$ cat config.mk
export PLATFORM = sky130hd
export DESIGN_NAME = bin_to_bcd_seq
export DESIGN_NICKNAME = d
export VERILOG_FILES = /design/src/rtl/bcd_pkg.sv /design/src/rtl/bcd_digit_adj.sv /design/src/rtl/bin_to_bcd_seq.sv
export SDC_FILE = /design/constraint.sdc
export NUM_CORES = 1
export LEC_CHECK = 0
export CAP_MARGIN = 20
export CORE_MARGIN = 1
export CORE_UTILIZATION = 40
export CTS_BUF_LIST = sky130_fd_sc_hd__clkbuf_4 sky130_fd_sc_hd__clkbuf_8 sky130_fd_sc_hd__clkbuf_16
export DETAILED_ROUTE_END_ITERATION = 16
export GPL_ROUTABILITY_DRIVEN = 0
export PLACE_DENSITY = 0.72
export SETUP_SLACK_MARGIN = 0.3
export SYNTH_ARGS = -nofsm -noshare
export SYNTH_HDL_FRONTEND = slang
export SYNTH_SLANG_ARGS = --single-unit
$ cat constraint.sdc
create_clock -name clk -period 2.04 [get_ports clk]
set_clock_uncertainty 0.15 [all_clocks]
set_input_delay 0.306 -clock clk [delete_from_list [all_inputs] [get_ports clk]]
set_output_delay 0.306 -clock clk [all_outputs]
set_load 0.03 [all_outputs]
$ cat src/rtl/bcd_pkg.sv
// bcd_pkg: shared FSM state type and digit-adjust constants for the binary-to-BCD converter.
package bcd_pkg;
    typedef enum logic [1:0] {IDLE, SHIFT, DONE} state_t;
    localparam logic [3:0] BCD_ADJ_THRESH = 4'd5;
    localparam logic [3:0] BCD_ADJ_ADD    = 4'd3;
    localparam int         DIGIT_W        = 4;
endpackage

$ cat src/rtl/bcd_digit_adj.sv
// bcd_digit_adj: combinational "if >= 5 then add 3" cell applied to one BCD digit before each shift.
module bcd_digit_adj
    import bcd_pkg::*;
(
    input  logic [DIGIT_W-1:0] din,
    output logic [DIGIT_W-1:0] dout
);
    assign dout = (din >= BCD_ADJ_THRESH) ? din + BCD_ADJ_ADD : din;
endmodule

$ cat src/rtl/bin_to_bcd_seq.sv
// bin_to_bcd_seq: iterative double-dabble binary-to-packed-BCD converter, one shift/adjust per clock.
// Optional leading-zero blank mask enabled by defining BCD_LEADING_ZERO_BLANK_EN.
module bin_to_bcd_seq
    import bcd_pkg::*;
#(
    parameter int BIN_W = 8,
    parameter int DIG_N = 3
) (
    input  logic                       clk,
    input  logic                       clr,
    input  logic                       start,
    input  logic [BIN_W-1:0]           bin,
    output logic                       busy,
    output logic                       done,
    output logic [DIGIT_W*DIG_N-1:0]   bcd,
    output logic [DIG_N-1:0]           blank
);
    localparam int BCD_W = DIGIT_W * DIG_N;
    localparam int CNT_W = $clog2(BIN_W + 1);

    state_t             state, state_next;
    logic [BIN_W-1:0]   bin_reg;
    logic [BCD_W-1:0]   scratch, adj;
    logic [CNT_W-1:0]   cnt;

    for (genvar g = 0; g < DIG_N; g++) begin : g_adj
        bcd_digit_adj u_adj (
            .din  (scratch[DIGIT_W*g +: DIGIT_W]),
            .dout (adj[DIGIT_W*g +: DIGIT_W])
        );
    end

    always_comb begin
        state_next = state;
        unique case (state)
            IDLE:    state_next = start ? SHIFT : IDLE;
            SHIFT:   state_next = (cnt == CNT_W'(1)) ? DONE : SHIFT;
            DONE:    state_next = IDLE;
            default: state_next = IDLE;
        endcase
    end

    assign busy = (state != IDLE);

    always_ff @(posedge clk) begin
        if (clr) begin
            state   <= IDLE;
            done    <= 1'b0;
            bcd     <= '0;
            bin_reg <= '0;
            scratch <= '0;
            cnt     <= '0;
        end else begin
            state <= state_next;
            done  <= (state == DONE);
            unique case (state)
                IDLE: if (start) begin
                    bin_reg <= bin;
                    scratch <= '0;
                    cnt     <= CNT_W'(BIN_W);
                end
                SHIFT: begin
                    // {scratch, bin_reg} shifted left by one after the digit adjust
                    scratch <= {adj[BCD_W-2:0], bin_reg[BIN_W-1]};
                    bin_reg <= {bin_reg[BIN_W-2:0], 1'b0};
                    cnt     <= cnt - CNT_W'(1);
                end
                DONE:    bcd <= scratch;
                default: ;
            endcase
        end
    end

`ifdef BCD_LEADING_ZERO_BLANK_EN
    logic [DIG_N-1:0] blank_next;

    // Walk from the top digit down; a digit blanks only while everything above it is zero too.
    always_comb begin
        logic zero_above;
        blank_next = '0;
        zero_above = 1'b1;
        for (int i = DIG_N - 1; i >= 0; i--) begin
            zero_above    = zero_above & (scratch[DIGIT_W*i +: DIGIT_W] == '0);
            blank_next[i] = (i != 0) && zero_above;
        end
    end

    always_ff @(posedge clk) begin
        if (clr)
            blank <= '0;
        else if (state == DONE)
            blank <= blank_next;
    end
`else
    assign blank = '0;
`endif
endmodule

==> flow_summary.rst <==
.. list-table::
   :header-rows: 1

   * - Metric
     - Value
   * - Async set-reset flop share out of synthesis
     - 0%
   * - Via count
     - 1524
   * - Syn_area_per_cell
     - 8.21 sq um
   * - Data arrival at the endpoint of the critical path
     - 1.25 ns
   * - Initial DRC count
     - 91
   * - Count of different cell masters after synthesis
     - 32
   * - Clock Latency Late Sink
     - 0.29 ns
   * - Type of destination of the critical path
     - output pin
   * - Die Y-Extent
     - 69.2 um
   * - Fraction of post-synthesis cell area in the top cell type by area
     - 43.2%
   * - H-tree level count
     - 2
   * - Pins Over Slew Limit
     - 0
   * - Seq/Total Area, Yosys
     - 43.2%
   * - Antenna Nets Post-Route
     - 0
   * - Chip width
     - 69.2 um
   * - Area Growth Syn to Fin
     - 19.6%
   * - Top cell family by delay on the critical path
     - buffers and inverters
   * - Worst VDD drop
     - 0.000345 V
   * - Overall die area
     - 4790 sq um
   * - Vias in the first global route
     - 1438
   * - Core area
     - 4350 sq um
   * - Initial core utilization
     - 41.5%
   * - Number of nets in the final layout
     - 265
   * - Endpoints failing setup
     - 0
   * - Share of post-route cells with drive strength above 1
     - 10.5%
   * - Flops & latches, synth
     - 39
   * - Post-detailed-routing wire length
     - 3480 um
   * - Overflow left after global routing
     - 0
   * - EDFF count, synth
     - 0
   * - Post-Syn Instances
     - 220
   * - Detail Placement HPWL
     - 2460 um
   * - Area leader, netlist
     - sky130_fd_sc_hd__dfxtp_1
   * - Count of yosys warnings during synthesis
     - 0
   * - Post-detailed-route via-to-cell ratio
     - 5.10
   * - Final-layout fill cell count
     - 419
   * - Root buffer cell
     - sky130_fd_sc_hd__clkbuf_8
   * - Class of the most critical setup path
     - reg2out
   * - Clk pin slew, worst setup/hold paths
     - 0.08 ns
   * - Largest net degree at the start of global routing
     - 25
   * - Minimum period implied by the final worst setup slack
     - 1.71 ns
   * - Count of buffers from port buffering
     - 24
   * - First-pass iteration count of the detailed router
     - 4
   * - Wire per inst
     - 11.6 um
   * - Final Hold Fails
     - 0
   * - Post-synthesis instance area
     - 1810 sq um
   * - I/O pin count
     - 28
   * - Worst min-delay path category
     - reg2reg
   * - Number of antenna diodes
     - 0
   * - Startpoint types
     - flip-flop
   * - Number of DRC violations after detailed routing
     - 0
   * - Wire length of the first global-routing pass
     - 6380 um
   * - CP Cell Sequence
     - clkdlybuf4s50_1
   * - Fin crit share
     - 83.9%
   * - Critical path's largest stage delay
     - 0.65 ns
   * - Number of post-CTS setup repair buffers
     - 0
   * - Critical path's slowest cell
     - sky130_fd_sc_hd__clkdlybuf4s50_1
   * - Standard-cell row count
     - 24
   * - Buf+Inv Stages, Crit Path
     - 1
   * - Setup repair after global routing missed its margin
     - false
   * - GRT Overall Usage
     - 16.4%
   * - Data required, critical path
     - 1.58 ns
   * - Highest net fanout along the worst path
     - 1
   * - LEAKAGE
     - 0.900 nW
   * - TritonCTS clock tree
     - built
   * - CTS max path bufs
     - 2
   * - Maximum capacitance violations
     - 0
   * - CTS sink cnt
     - 39
   * - Antenna violations before repair
     - 0
   * - CTS buffer count
     - 5
   * - Power density normalized to cell area
     - 690 nW/um^2
   * - Final setup TNS
     - 0 ns
   * - Synth Flop Type
     - sky130_fd_sc_hd__dfxtp_1
   * - Top library cells by usage in the layout, fill and taps aside
     - 39 x sky130_fd_sc_hd__dfxtp_1, 30 x sky130_fd_sc_hd__nor2_1, 26 x sky130_fd_sc_hd__nand2_1, 25 x sky130_fd_sc_hd__a21oi_1, 12 x sky130_fd_sc_hd__dlygate4sd2_1
   * - Result of the run
     - finished, final reports clean
   * - Maximum clock frequency
     - 585 MHz
   * - Largest cells by area after synthesis
     - sky130_fd_sc_hd__dfxtp_1 43%, sky130_fd_sc_hd__a21oi_1 7.8%, sky130_fd_sc_hd__nor2_1 6.2%
   * - Most common library cell in the layout ignoring fill and taps
     - sky130_fd_sc_hd__dfxtp_1
   * - Final Hold Slack
     - 0.300 ns
==> worst paths after layout <==
kind                                             to  cells after the start                 from  slack, ns
worst max register to register  state[0]$_SDFF_PP0_                      5  state[0]$_SDFF_PP0_       0.45
worst min-delay path            bcd[6]$_SDFFE_PP0P_                      2  bcd[6]$_SDFFE_PP0P_       0.30
worst min register to register  bcd[6]$_SDFFE_PP0P_                      2  bcd[6]$_SDFFE_PP0P_       0.30
worst max-delay path                           done                      1      done$_SDFF_PP0_       0.33
==> where the power goes <==
part           leakage, nW  internal (mW)  switching, mW  total, mW
combinational        0.536         0.0790          0.106      0.185
sequential           0.317          0.787         0.0175      0.804
clock               0.0477          0.234          0.267      0.501
==> routing by layer <==
layer,vias up,GRT usage (%),routed length [um]
met3,6,3.92,108
met2,29,26.9,1640
met1,713,20.3,1650
met5,-,0,0
li1,776,-,-
met4,0,7.48,74
==> stage by stage <==
step           setup WS (ns)  std cells  area, sq um  utilization [%]  power, mW
3_5_place_dp           0.215        291         2080             47.9       1.01
2_1_floorplan          0.523        222         1810                -      0.957
4_1_cts                0.316        299         2150             49.4       1.50
6_report               0.329        299         2160             49.6       1.49
3_3_place_gp           0.237        291         2080             47.9       1.00
5_1_grt                0.309        299         2160             49.6       1.57
==> synthesized netlist by cell type, types with 2 or more instances <==
cell type                  number
sky130_fd_sc_hd__clkbuf_1       4
sky130_fd_sc_hd__a21oi_1       28
sky130_fd_sc_hd__o21ai_0        7
sky130_fd_sc_hd__nand2b_1       5
sky130_fd_sc_hd__nand3_1        3
sky130_fd_sc_hd__buf_4          6
sky130_fd_sc_hd__buf_2          3
sky130_fd_sc_hd__nor3_1        10
sky130_fd_sc_hd__nand2_1       26
sky130_fd_sc_hd__nor2_1        30
sky130_fd_sc_hd__nor2b_1        8
sky130_fd_sc_hd__nor3b_1        2
sky130_fd_sc_hd__nor2_2         4
sky130_fd_sc_hd__a22o_1         8
sky130_fd_sc_hd__dfxtp_1       39
sky130_fd_sc_hd__xnor2_1        3
sky130_fd_sc_hd__xor2_1         2
sky130_fd_sc_hd__inv_1          9
sky130_fd_sc_hd__mux2i_1        3
sky130_fd_sc_hd__ha_1           8
==> final cells by class <==
cell class / instances / area, sq um / share of cell area, %
inverter: 9 / 33.8 / 1.56
multi-input combinational: 160 / 923 / 42.8
sequential: 39 / 781 / 36.2
clock inverter: 3 / 15.0 / 0.695
timing repair buffer: 31 / 273 / 12.6
clock buffer: 5 / 68.8 / 3.19
tap: 52 / 65.1 / 3.01
==> kinds of logic after synthesis <==
group,share of synthesized area (%)
simple gates,23.8
compound gates,16.4
flops,43.2
buf+inv,6.65
fa+ha+maj,5.54
xor+xnor,2.43
mux,1.66
other cells,0.208
==> what timing repair did <==
item / 4_1_cts / 5_1_grt
pin swaps: 0 / 0
setup endpoints to repair: 13 / 6
hold buffers: 0 / 0
gates resized for setup: 13 / 5
No activity file was read; power rests on OpenSTA's default activity.
